--- config.mk ---
export PLATFORM = sky130hd
export DESIGN_NAME = bcfg_register_file_flat
export DESIGN_NICKNAME = d
export VERILOG_FILES = /design/src/rtl/bcfg_pkg.sv /design/src/rtl/bcfg_register_file_if.sv /design/src/rtl/bcfg_register_file_cfg_reg16.sv /design/src/rtl/bcfg_register_file.sv /design/src/flat_wrapper.sv
export SDC_FILE = /design/constraint.sdc
export NUM_CORES = 1
export LEC_CHECK = 0
export BUFFER_PORTS_ARGS = -buffer_cell sky130_fd_sc_hd__clkbuf_2
export CAP_MARGIN = 25
export CELL_PAD_IN_SITES_DETAIL_PLACEMENT = 2
export CELL_PAD_IN_SITES_GLOBAL_PLACEMENT = 2
export CORE_UTILIZATION = 23
export CTS_CLUSTER_DIAMETER = 40
export DETAILED_ROUTE_END_ITERATION = 6
export PLACE_DENSITY = 0.74
export SYNTH_ARGS = -nofsm -noshare
export SYNTH_HDL_FRONTEND = slang
export SYNTH_SLANG_ARGS = --single-unit
--- constraint.sdc ---
create_clock -name clk_i -period 0.8 [get_ports clk_i]
set_input_delay 0.12 -clock clk_i [delete_from_list [all_inputs] [get_ports clk_i]]
set_output_delay 0.12 -clock clk_i [all_outputs]
set_load 0.01 [all_outputs]
--- src/rtl/bcfg_pkg.sv ---
// Shared constants for the convolution-layer base-configuration registers:
// field positions and widths, default reset values, and the shift-join helper.
package bcfg_pkg;

    localparam int unsigned RegW = 32'd16;

    localparam int unsigned EngineCountLsb = 32'd0;
    localparam int unsigned EngineCountMsb = 32'd11;
    localparam int unsigned EngineCountW   = 32'd12;

    localparam int unsigned ShiftLowLsb = 32'd12;
    localparam int unsigned ShiftLowMsb = 32'd15;
    localparam int unsigned ShiftLowW   = 32'd4;

    localparam int unsigned MatrixSizeLsb = 32'd0;
    localparam int unsigned MatrixSizeMsb = 32'd13;
    localparam int unsigned MatrixSizeW   = 32'd14;

    localparam int unsigned ShiftHighLsb = 32'd14;
    localparam int unsigned ShiftHighMsb = 32'd15;
    localparam int unsigned ShiftHighW   = 32'd2;

    localparam int unsigned ShiftFinalLsb = 32'd0;
    localparam int unsigned ShiftFinalMsb = 32'd5;
    localparam int unsigned ShiftFinalW   = 32'd6;

    localparam int unsigned ShiftAmountW = ShiftHighW + ShiftLowW;

    localparam logic [RegW-1:0] Bcfg1Default = 16'h0001;
    localparam logic [RegW-1:0] Bcfg2Default = 16'h0000;
    localparam logic [RegW-1:0] Bcfg3Default = 16'h0000;

    // The accumulate shift is split across two registers; high bits sit on top.
    function automatic logic [ShiftAmountW-1:0] join_shift(
        input logic [ShiftHighW-1:0] high,
        input logic [ShiftLowW-1:0]  low
    );
        return {high, low};
    endfunction

endpackage

--- src/rtl/bcfg_register_file_if.sv ---
// Host write bus and decoded-field read bus of the base-configuration registers.
interface bcfg_register_file_if;
    import bcfg_pkg::*;

    logic [RegW-1:0]         bcfg1_data_i;
    logic                    bcfg1_we_i;
    logic [RegW-1:0]         bcfg2_data_i;
    logic                    bcfg2_we_i;
    logic [RegW-1:0]         bcfg3_data_i;
    logic                    bcfg3_we_i;

    logic [RegW-1:0]         bcfg1_o;
    logic [RegW-1:0]         bcfg2_o;
    logic [RegW-1:0]         bcfg3_o;
    logic [EngineCountW-1:0] engine_count_o;
    logic [ShiftLowW-1:0]    shift_low_o;
    logic [MatrixSizeW-1:0]  matrix_size_o;
    logic [ShiftHighW-1:0]   shift_high_o;
    logic [ShiftAmountW-1:0] shift_amount_o;
    logic [ShiftFinalW-1:0]  shift_final_o;

    modport master (
        output bcfg1_data_i, bcfg1_we_i, bcfg2_data_i, bcfg2_we_i,
               bcfg3_data_i, bcfg3_we_i,
        input  bcfg1_o, bcfg2_o, bcfg3_o, engine_count_o, shift_low_o,
               matrix_size_o, shift_high_o, shift_amount_o, shift_final_o
    );

    modport slave (
        input  bcfg1_data_i, bcfg1_we_i, bcfg2_data_i, bcfg2_we_i,
               bcfg3_data_i, bcfg3_we_i,
        output bcfg1_o, bcfg2_o, bcfg3_o, engine_count_o, shift_low_o,
               matrix_size_o, shift_high_o, shift_amount_o, shift_final_o
    );

endinterface

--- src/rtl/bcfg_register_file_cfg_reg16.sv ---
// 16-bit configuration register with write enable and a parameterised
// value that an asynchronous active-low reset restores.
module cfg_reg16
    import bcfg_pkg::*;
#(
    parameter logic [RegW-1:0] ResetVal = 16'h0000
) (
    input  logic            clk_i,
    input  logic            rst_i,
    input  logic            we_i,
    input  logic [RegW-1:0] data_i,
    output logic [RegW-1:0] data_o
);

    logic [RegW-1:0] data_d;
    logic [RegW-1:0] data_q;

    // Next value: load on write enable, otherwise hold.
    always_comb begin
        data_d = data_q;
        if (we_i) begin
            data_d = data_i;
        end else begin
            data_d = data_q;
        end
    end

    // Storage; reset overrides any pending write.
    always_ff @(posedge clk_i or negedge rst_i) begin
        if (!rst_i) begin
            data_q <= ResetVal;
        end else begin
            data_q <= data_d;
        end
    end

    assign data_o = data_q;

endmodule

--- src/rtl/bcfg_register_file.sv ---
// Three base-configuration registers for the convolution layer, with their
// named fields sliced out for the engines, counters and output shifters.
module bcfg_register_file
    import bcfg_pkg::*;
#(
    parameter logic [RegW-1:0] Bcfg1Reset = Bcfg1Default,
    parameter logic [RegW-1:0] Bcfg2Reset = Bcfg2Default,
    parameter logic [RegW-1:0] Bcfg3Reset = Bcfg3Default
) (
    input  logic                 clk_i,
    input  logic                 rst_i,
    bcfg_register_file_if.slave  bus
);

    logic [RegW-1:0] bcfg1_s;
    logic [RegW-1:0] bcfg2_s;
    logic [RegW-1:0] bcfg3_s;

    cfg_reg16 #(.ResetVal(Bcfg1Reset)) u_bcfg1 (
        .clk_i  (clk_i),
        .rst_i  (rst_i),
        .we_i   (bus.bcfg1_we_i),
        .data_i (bus.bcfg1_data_i),
        .data_o (bcfg1_s)
    );

    cfg_reg16 #(.ResetVal(Bcfg2Reset)) u_bcfg2 (
        .clk_i  (clk_i),
        .rst_i  (rst_i),
        .we_i   (bus.bcfg2_we_i),
        .data_i (bus.bcfg2_data_i),
        .data_o (bcfg2_s)
    );

    cfg_reg16 #(.ResetVal(Bcfg3Reset)) u_bcfg3 (
        .clk_i  (clk_i),
        .rst_i  (rst_i),
        .we_i   (bus.bcfg3_we_i),
        .data_i (bus.bcfg3_data_i),
        .data_o (bcfg3_s)
    );

    // Values are passed through unchecked; consumers validate ranges.
    assign bus.bcfg1_o        = bcfg1_s;
    assign bus.bcfg2_o        = bcfg2_s;
    assign bus.bcfg3_o        = bcfg3_s;
    assign bus.engine_count_o = bcfg1_s[EngineCountMsb:EngineCountLsb];
    assign bus.shift_low_o    = bcfg1_s[ShiftLowMsb:ShiftLowLsb];
    assign bus.matrix_size_o  = bcfg2_s[MatrixSizeMsb:MatrixSizeLsb];
    assign bus.shift_high_o   = bcfg2_s[ShiftHighMsb:ShiftHighLsb];
    assign bus.shift_amount_o = join_shift(bcfg2_s[ShiftHighMsb:ShiftHighLsb],
                                           bcfg1_s[ShiftLowMsb:ShiftLowLsb]);
    assign bus.shift_final_o  = bcfg3_s[ShiftFinalMsb:ShiftFinalLsb];

endmodule

--- src/flat_wrapper.sv ---
// flat-port wrapper written by rule: the top's interface ports become plain ports
module bcfg_register_file_flat import bcfg_pkg::*;
#(
    parameter logic [RegW-1:0] Bcfg1Reset = Bcfg1Default,
    parameter logic [RegW-1:0] Bcfg2Reset = Bcfg2Default,
    parameter logic [RegW-1:0] Bcfg3Reset = Bcfg3Default
)
  (clk_i, rst_i, bus_bcfg1_data_i, bus_bcfg1_we_i, bus_bcfg2_data_i, bus_bcfg2_we_i, bus_bcfg3_data_i, bus_bcfg3_we_i, bus_bcfg1_o, bus_bcfg2_o, bus_bcfg3_o, bus_engine_count_o, bus_shift_low_o, bus_matrix_size_o, bus_shift_high_o, bus_shift_amount_o, bus_shift_final_o);
  bcfg_register_file_if bus_i ();
  input  logic clk_i;
  input  logic rst_i;
  input wire logic [$bits(bus_i.bcfg1_data_i)-1:0] bus_bcfg1_data_i;
  input wire logic [$bits(bus_i.bcfg1_we_i)-1:0] bus_bcfg1_we_i;
  input wire logic [$bits(bus_i.bcfg2_data_i)-1:0] bus_bcfg2_data_i;
  input wire logic [$bits(bus_i.bcfg2_we_i)-1:0] bus_bcfg2_we_i;
  input wire logic [$bits(bus_i.bcfg3_data_i)-1:0] bus_bcfg3_data_i;
  input wire logic [$bits(bus_i.bcfg3_we_i)-1:0] bus_bcfg3_we_i;
  output wire logic [$bits(bus_i.bcfg1_o)-1:0] bus_bcfg1_o;
  output wire logic [$bits(bus_i.bcfg2_o)-1:0] bus_bcfg2_o;
  output wire logic [$bits(bus_i.bcfg3_o)-1:0] bus_bcfg3_o;
  output wire logic [$bits(bus_i.engine_count_o)-1:0] bus_engine_count_o;
  output wire logic [$bits(bus_i.shift_low_o)-1:0] bus_shift_low_o;
  output wire logic [$bits(bus_i.matrix_size_o)-1:0] bus_matrix_size_o;
  output wire logic [$bits(bus_i.shift_high_o)-1:0] bus_shift_high_o;
  output wire logic [$bits(bus_i.shift_amount_o)-1:0] bus_shift_amount_o;
  output wire logic [$bits(bus_i.shift_final_o)-1:0] bus_shift_final_o;
  assign bus_i.bcfg1_data_i = bus_bcfg1_data_i;
  assign bus_i.bcfg1_we_i = bus_bcfg1_we_i;
  assign bus_i.bcfg2_data_i = bus_bcfg2_data_i;
  assign bus_i.bcfg2_we_i = bus_bcfg2_we_i;
  assign bus_i.bcfg3_data_i = bus_bcfg3_data_i;
  assign bus_i.bcfg3_we_i = bus_bcfg3_we_i;
  assign bus_bcfg1_o = bus_i.bcfg1_o;
  assign bus_bcfg2_o = bus_i.bcfg2_o;
  assign bus_bcfg3_o = bus_i.bcfg3_o;
  assign bus_engine_count_o = bus_i.engine_count_o;
  assign bus_shift_low_o = bus_i.shift_low_o;
  assign bus_matrix_size_o = bus_i.matrix_size_o;
  assign bus_shift_high_o = bus_i.shift_high_o;
  assign bus_shift_amount_o = bus_i.shift_amount_o;
  assign bus_shift_final_o = bus_i.shift_final_o;
  bcfg_register_file #(.Bcfg1Reset(Bcfg1Reset), .Bcfg2Reset(Bcfg2Reset), .Bcfg3Reset(Bcfg3Reset)) u_core (.clk_i(clk_i), .rst_i(rst_i), .bus(bus_i));
endmodule
==> flow_summary.yaml <==
run_status:
  status: "finished with violations"
  failed_checks: "setup timing"
timing:
  relSlewSlack_pct: 78.3
  period_needed_ps: 1090
  fin_crit_sh_pct: 136
  setup_viol: 118
  setup_slack_ps: -285
  finClkSkew_ps: 0
  max_freq_ghz: 0.921
  hold_violations: 0
  setup_tns_ps: -18290
  worst_slew_pin_slew_ps: 326
  slew_viol_final: 0
  rsz0062_at_grt: "true"
cells_and_area:
  nets: 333
  area_growth_pct: 44.0
  fillCellCount: 1013
  drive_above_1_share_pct: 82.2
  diodes: 0
  seqCellArea_um2: 1200
  multi_input_area_um2: 653
drt:
  met1_length_um: 2250
  ant_nets: 0
  routed_wl_um: 6090
  viasPerCell: 3.87
  highest_layer: "met4"
  dr_wl_met2_um: 3250
  drt_iter0_drc: 6
  drc: 0
  wl_met3_um: 561
  wl_per_cell_um: 14.8
  firstDrtPassIters: 2
  vias: 1587
critical_path:
  path_max_fanout: 3
  worstSetupEndpointType: "output pin"
  critPathTopFamily: "flip-flops"
  cpPeakStageDelay_ps: 570
  critical_path_buf_inv_count: 1
  arrival_ps: 970
  cpMaxStageDelayCell: "dfstp_2"
  required_ps: 680
  cp-start-kind: "flop"
  path_cells: "buf_6"
  path_class: "flop to output pin"
place:
  place_hpwl_um: 4320
  pre_cts_ws_ps: -78.4
  place_congestion: 0.605
  port_buffers: 144
synthesis:
  ys_warn_count: 0
  synth_cell_type_count: 7
  synth_edf_count: 0
  ys_seq_elements: 48
  synth_top_cells_by_area: "dfrtp_1 (52%), mux2_4 (20%), buf_4 (14%), mux2_2 (8.9%), buf_12 (2.6%)"
  synthFlopType: "dfrtp_1"
  async_flop_share_pct: 100
  syn-num-nets: 199
  yosysSeqAreaShare_pct: 52.7
  yosys.area.top_type_share_pct: 51.6
  synth_area_per_cell_um2: 15.6
  syn-cell-area_um2: 2280
  ys_top_cells_by_count: "dfrtp_1 (47), buf_4 (44), mux2_4 (30)"
  synth.most_common_cell: "dfrtp_1"
  yosys.area.top_type: "dfrtp_1"
  synthCells: 146
run:
  maxCapViolations: 0
clock_tree:
  clock_latency_ps: 290
  h-tree-depth: 2
  numCtsBuffers: 5
  tritoncts: "yes"
  cts_max_path_buffers: 2
  clk_pin_slew_worst_paths_ps: 90
  root_buffer: "clkbuf_8"
  clock_sinks: 48
pwr:
  p_leak_nw: 1.74
  ir_worst_vdd_v: 0.000630
  powerDensity_nw_per_um2: 1870
floorplanning:
  rows: 35
  fp.dieH_um: 102
  io_pins: 145
  die-width_um: 102
  start_util_pct: 24.2
  dieArea_um2: 10300
  core_region_area_um2: 9420
global_route:
  grt_pass1_vias: 1696
  grt_max_degree: 25
  overflow: 0
  grtUsageTotal_pct: 11.4
  grt_pass1_wl_um: 8830
  grt_antenna_before_repair: 0
min_path:
  hold_path.class: "input pin to flop"
[cell type report]
type | instances | area share [%]
flip-flops and latches | 48 | 36.6
repair buffers | 177 | 35.8
multi-input cells | 48 | 19.9
well taps | 129 | 4.92
clock buffers | 8 | 2.74
[cell usage in the layout, fill, tap and decap left out]
cell / synthesis / layout
clkbuf_1: 0 / 2
buf_2: 0 / 14
dfstp_2: 1 / 1
dfrtp_1: 47 / 47
buf_8: 0 / 1
mux2_2: 18 / 18
mux2_4: 30 / 30
buf_12: 3 / 4
buf_6: 3 / 30
clkbuf_2: 0 / 116
clkbuf_8: 0 / 6
dlygate4sd3_1: 0 / 1
buf_4: 44 / 11
[metrics by stage]
step / area, um2 / total power, mW / instances / hold WS [ps] / util, %
2_1_floorplan: 2280 / 3.88 / 146 / -176 / -
3_3_place_gp: 2850 / 4.27 / 377 / 139 / 30.2
3_5_place_dp: 2850 / 4.33 / 377 / 154 / 30.2
4_1_cts: 3080 / 6.05 / 402 / 33.4 / 32.7
5_1_grt: 3280 / 6.51 / 410 / 32.8 / 34.9
6_report: 3280 / 6.13 / 410 / 49.2 / 34.9
[sequential cells by signal, summed over array words and instances (netlist names)]
signal / cells
u_core.u_bcfg2.data_o: 16
u_core.u_bcfg3.data_o: 16
u_core.u_bcfg1.data_o: 16
[path summary, 6_finish.rpt]
path,startpoint,endpoint,slack (ps),cells past startpoint
max reg2reg,u_core.u_bcfg1.data_o[13],u_core.u_bcfg1.data_o[13],-150,2
min in group asynchronous,rst_i,u_core.u_bcfg1.data_o[15],400,3
max,u_core.u_bcfg1.data_o[0],bus_engine_count_o[0],-290,1
min reg2reg,u_core.u_bcfg3.data_o[15],u_core.u_bcfg3.data_o[15],520,1
max in group asynchronous,rst_i,u_core.u_bcfg1.data_o[0],110,3
min,bus_bcfg3_data_i[10],u_core.u_bcfg3.data_o[10],50,2
[routing by layer]
metal | GRT usage, % | vias to the layer above
met3 | 3.59 | 4
li1 | - | 711
met4 | 3.01 | 0
met1 | 12.8 | 773
met2 | 20.6 | 99
met5 | 0 | -
[cells by family after synthesis]
kind of cell	share of synthesized area, %
buf+inv	18.6
flops	52.7
mux	28.6
[where the power goes]
group / switching (mW) / leakage [nW] / total (mW) / internal, mW
Combinational: 0.690 / 1.14 / 1.71 / 1.03
Sequential: 0.224 / 0.560 / 2.90 / 2.67
Clock: 0.811 / 0.0455 / 1.52 / 0.708
[what timing repair did]
action                                 4_1_cts  5_1_grt
pin swaps                                    0        0
setup endpoints to repair                  101      131
endpoints found under the hold margin       47        0
gates cloned                                 0        0
gates resized for setup                      2       57
hold buffers                                 1        0
buffers inserted                            16        8
No activity file was read; power rests on OpenSTA's default activity.
